[src/rtl/pwm_pkg.sv]
// Shared PWM definitions: capture FSM states and default
// widths/timeouts common to the PWM generators and receivers.
package pwm_pkg;

    typedef enum logic [1:0] {
        ARM,
        HIGH,
        LOW
    } cap_state_t;

    localparam int PWM_CNT_W   = 16;
    localparam int PWM_TIMEOUT = 65535;

endpackage

[src/rtl/sync_edge.sv]
// Multi-flop synchronizer for an asynchronous pin, plus a
// one-cycle-delayed copy for rising/falling edge detection.
module sync_edge #(
    parameter int STAGES = 2
) (
    input  logic clk,
    input  logic rst_n,
    input  logic din,
    output logic s,
    output logic rise,
    output logic fall
);

    logic [STAGES-1:0] sr;
    logic              s_prev;

    always_ff @(posedge clk or negedge rst_n) begin
        if (!rst_n) begin
            sr     <= '0;
            s_prev <= 1'b0;
        end else begin
            sr     <= {sr[STAGES-2:0], din};
            s_prev <= sr[STAGES-1];
        end
    end

    assign s    = sr[STAGES-1];
    assign rise = s & ~s_prev;
    assign fall = ~s & s_prev;

endmodule

[src/rtl/pwm_capture.sv]
// PWM receiver: measures period and high time between rising
// edges and flags a line stuck at a constant level.
module pwm_capture
    import pwm_pkg::*;
#(
    parameter int CNT_W       = PWM_CNT_W,
    parameter int SYNC_STAGES = 2,
    parameter int TIMEOUT     = PWM_TIMEOUT
) (
    input  logic             clk,
    input  logic             rst_n,
    input  logic             enable,
    input  logic             pwm_in,
    output logic [CNT_W-1:0] period,
    output logic [CNT_W-1:0] high_time,
    output logic             valid,
    output logic             stuck,
    output logic             stuck_level
);

    localparam logic [CNT_W-1:0] TO  = CNT_W'(TIMEOUT);
    localparam logic [CNT_W-1:0] ONE = CNT_W'(1);

    logic s;
    logic rise;
    logic fall;

    sync_edge #(
        .STAGES (SYNC_STAGES)
    ) u_sync (
        .clk   (clk),
        .rst_n (rst_n),
        .din   (pwm_in),
        .s     (s),
        .rise  (rise),
        .fall  (fall)
    );

    cap_state_t       state;
    cap_state_t       state_n;
    logic [CNT_W-1:0] cnt;
    logic [CNT_W-1:0] cnt_n;
    logic [CNT_W-1:0] cnt_inc;
    logic [CNT_W-1:0] hi_lat;
    logic [CNT_W-1:0] hi_lat_n;
    logic [CNT_W-1:0] period_n;
    logic [CNT_W-1:0] high_n;
    logic             valid_n;
    logic             stuck_n;
    logic             level_n;
    logic             timed_out;

    // Saturate so a fall landing on the timeout count cannot wrap
    // cnt and hide the subsequent stuck-low condition.
    assign cnt_inc   = (cnt == '1) ? cnt : cnt + ONE;
    assign timed_out = (cnt >= TO);

    always_comb begin
        state_n  = state;
        cnt_n    = cnt;
        hi_lat_n = hi_lat;
        period_n = period;
        high_n   = high_time;
        valid_n  = 1'b0;
        stuck_n  = stuck;
        level_n  = stuck_level;
        if (!enable) begin
            state_n = ARM;
            cnt_n   = '0;
        end else begin
            unique case (state)
                ARM: begin
                    cnt_n = '0;
                    if (rise) begin
                        state_n = HIGH;
                        cnt_n   = ONE;
                    end
                end
                HIGH: begin
                    cnt_n = cnt_inc;
                    if (fall) begin
                        hi_lat_n = cnt;
                        state_n  = LOW;
                    end else if (timed_out) begin
                        stuck_n  = 1'b1;
                        level_n  = s;
                        period_n = '0;
                        high_n   = '0;
                        valid_n  = 1'b1;
                        state_n  = ARM;
                        cnt_n    = '0;
                    end
                end
                LOW: begin
                    cnt_n = cnt_inc;
                    if (rise) begin
                        period_n = cnt;
                        high_n   = hi_lat;
                        valid_n  = 1'b1;
                        stuck_n  = 1'b0;
                        state_n  = HIGH;
                        cnt_n    = ONE;
                    end else if (timed_out) begin
                        stuck_n  = 1'b1;
                        level_n  = s;
                        period_n = '0;
                        high_n   = '0;
                        valid_n  = 1'b1;
                        state_n  = ARM;
                        cnt_n    = '0;
                    end
                end
                default: begin
                    state_n = ARM;
                    cnt_n   = '0;
                end
            endcase
        end
    end

    always_ff @(posedge clk or negedge rst_n) begin
        if (!rst_n) begin
            state       <= ARM;
            cnt         <= '0;
            hi_lat      <= '0;
            period      <= '0;
            high_time   <= '0;
            valid       <= 1'b0;
            stuck       <= 1'b0;
            stuck_level <= 1'b0;
        end else begin
            state       <= state_n;
            cnt         <= cnt_n;
            hi_lat      <= hi_lat_n;
            period      <= period_n;
            high_time   <= high_n;
            valid       <= valid_n;
            stuck       <= stuck_n;
            stuck_level <= level_n;
        end
    end

endmodule

[config.mk]
export PLATFORM = sky130hd
export DESIGN_NAME = pwm_capture
export DESIGN_NICKNAME = d
export VERILOG_FILES = /design/src/rtl/pwm_pkg.sv /design/src/rtl/sync_edge.sv /design/src/rtl/pwm_capture.sv
export SDC_FILE = /design/constraint.sdc
export NUM_CORES = 1
export LEC_CHECK = 0
export CORE_AREA = 5 5 98 118
export CTS_CLUSTER_DIAMETER = 50
export CTS_CLUSTER_SIZE = 24
export DETAILED_ROUTE_END_ITERATION = 10
export DIE_AREA = 0 0 103 123
export PLACE_DENSITY = 0.49
export SYNTH_ARGS = -nofsm -noshare
export SYNTH_HDL_FRONTEND = slang
export SYNTH_SLANG_ARGS = --single-unit
[constraint.sdc]
create_clock -name clk -period 3.8 [get_ports clk]
set_clock_uncertainty 0.15 [all_clocks]
set_input_delay 0.57 -clock clk [delete_from_list [all_inputs] [get_ports clk]]
set_output_delay 0.57 -clock clk [all_outputs]
set_load 0.01 [all_outputs]
==> flow_summary.toml <==
[status]
outcome = "completed"

[timing]
fin_ws_ns = 1.24
period_minus_slack_ns = 2.56
fin_setup_tns_ns = 0
drv_slew = 0
relSlewSlack = 0.499
rsz0062_at_grt = "no"
max_freq_mhz = 391
hold_violations = 0
timing.final.crit_share = 0.673
setup_violations = 0
worst_slew_pin_slew_ns = 0.752

[clock_network]
numCtsBuffers = 9
clk_pin_slew_ns = 0.06
cts_sinks = 72
cts_setup_buffers = 0
cts-root-buf = "clkbuf_16"
clock_latency_ns = 0.32
clk_path_buf_depth = 2
h-tree-depth = 3
hold_buffers = 0
ctsResizeCount = 0
cts_tree = "done"

[hold_path]
hold_path_class = "input port to asynchronous set/reset pin"

[cells_and_area]
area_delta_synth_final_pct = 28.1
multi_input_comb_area_sq_um = 1140
regArea_sq_um = 1800
drive_above_1_share = 0.137
fillerInstances = 1022
diodes = 0
layout.nets = 297

[setup_path]
crit_fanout = 18
start_kind = "flip-flop"
rr_endpoint = "period[14]$_DFFE_PN0P_"
timing_worst_setup_path_type = "flip-flop to flip-flop"
r2r_slack_ns = 1.24
setup.worst_path.end_class = "flip-flop"
r2r-start = "state[0]$_DFFE_PN0P_"
worstPathArrival_ns = 2.67
required_ns = 3.91
r2r_cells = 6

[floorplan]
fp.dieW_um = 103
die-area_sq_um = 12700
num_io_pins = 39
core_sq_um = 10400
die_height_um = 123
initial_core_util = 0.291
rows = 41

[pwr]
p_total_mw = 1.70
p_leak_nw = 1.72
powerDensity_nw_per_um2 = 441
ir_drop_mv = 0.226

[route]
drtPass1Iterations = 4
wl_um = 6780
antenna_left = 0
drc = 0
drt_iter0_drc = 79
via_count = 2072
detail_route.wl_per_cell_um = 16.1
drt-vias-per-instance = 4.93

[placement]
dp_hpwl_um = 4580
dp_slack_ns = 1.04
gp_congestion = 0.810
io_buffers = 38

[synthesis]
netlist_area_sq_um = 3010
synth-edff-count = 0
async_reset_ff_frac = 1.00
ys_seq_area_frac = 0.598
synthDistinctLibCells = 43
ys_seq_elements = 72
dominantRegCellSynth = "dfrtp_1"
netlist_instances = 243
syn_nets = 253
yosysWarnings = 0
avgSynthCellArea_sq_um = 12.4

[grt]
grt_pass1_wl_um = 11200
grt_overflow = 0
grt_pass1_vias = 2141
antenna_found_initial = 0
grtUsageTotal = 0.116
grt_max_degree = 41

[run]
drv_cap = 0
[sequential cells by signal (all words and copies together) (netlist names)]
name,flops
state,2
u_sync.s_prev,1
valid,1
hi_lat,16
cnt,16
stuck,1
stuck_level,1
period,16
high_time,16
u_sync.sr,2
[layout by cell type (no fill, tap or decap), types with 3 or more instances in the layout]
cell type / count
clkdlybuf4s50_1: 37
o21ai_0: 7
mux2_2: 14
nand2_1: 7
nor2_1: 20
dfrtp_1: 72
clkbuf_16: 9
and3_1: 4
a21oi_1: 7
nand3_1: 7
a311oi_1: 3
nor3_1: 5
ha_1: 6
and4_1: 3
and2_1: 6
inv_1: 4
a211oi_1: 4
buf_4: 4
a22o_1: 32
nand2b_1: 3
nand4_1: 5
[critical path, stage by stage (launching register included)]
cell and delay [ns]:
dfrtp_1 0.43, ha_1 0.32, nand3b_1 0.23, and3_1 0.24, and2_1 0.63, buf_4 0.32, a22o_1 0.16
[layer usage]
metal / global-route usage / vias up / wire, um
li1: - / 996 / -
met1: 0.150 / 1036 / 3140
met2: 0.185 / 34 / 3290
met3: 0.0356 / 6 / 282
met4: 0.0389 / 0 / 68
met5: 0 / - / 0
[final cells by class]
| class | instances | area share |
|---|---|---|
| timing repair buffer | 43 | 0.110 |
| tap | 129 | 0.0418 |
| inverter | 5 | 0.00486 |
| clock buffer | 9 | 0.0583 |
| sequential | 72 | 0.467 |
| clock inverter | 6 | 0.0220 |
| multi-input combinational | 156 | 0.296 |
[logic make-up (layout without fill, tap and decap cells)]
kind of cell,count (synthesis),after routing,synth area share
AOI/OAI and AO/OA,64,64,0.164
xor gates and xnor gates,4,4,0.0116
adders and majority gates,6,6,0.0249
buffers and inverters,15,63,0.0241
DFF,72,72,0.598
muxes,15,15,0.0560
and+or+nand+nor,67,67,0.121
[report_power, final]
group	switching, mW	internal, mW	leakage [nW]
combinational	0.0318	0.0145	0.576
clock	0.310	0.568	0.147
sequential	0.00504	0.772	0.998
[worst max-delay path by stage]
stage                              start  slack, ns                         to  cells past startpoint
finish              state[0]$_DFFE_PN0P_       1.24     period[14]$_DFFE_PN0P_                      6
global route        state[1]$_DFFE_PN0P_       1.06     period[14]$_DFFE_PN0P_                      7
CTS                 state[0]$_DFFE_PN0P_       1.24     period[14]$_DFFE_PN0P_                      6
detailed placement                enable       1.04   high_time[2]$_DFFE_PN0P_                      5
global placement                  enable       1.08  high_time[13]$_DFFE_PN0P_                      5
floorplan               cnt[1]$_DFF_PN0_       1.79    stuck_level$_DFFE_PN0P_                      6
[synthesized netlist by cell type (all sizes together) (3+ instances only)]
master,n,share of area
nand2b,3,0.0062
mux2,15,0.056
and4,3,0.0087
and3,4,0.0083
o21ai,9,0.016
nand4,5,0.010
a22o,32,0.093
nand3,7,0.012
dfrtp,72,0.60
buf,7,0.014
clkbuf,3,0.0042
a21oi,7,0.012
inv,5,0.0062
nand2,7,0.0087
a211oi,4,0.010
a311oi,3,0.0087
nor2,20,0.025
and2,6,0.012
ha,6,0.025
nor3,5,0.0083
[per-stage QoR]
stage / hold slack, ns / utilization / std cells / area (sq um)
2_1_floorplan: 0.124 / - / 243 / 3010
3_3_place_gp: 0.184 / 0.343 / 405 / 3550
3_5_place_dp: 0.192 / 0.343 / 405 / 3550
4_1_cts: 0.192 / 0.373 / 420 / 3860
5_1_grt: 0.214 / 0.373 / 420 / 3860
6_report: 0.161 / 0.373 / 420 / 3860
No activity file was read; power rests on OpenSTA's default activity.
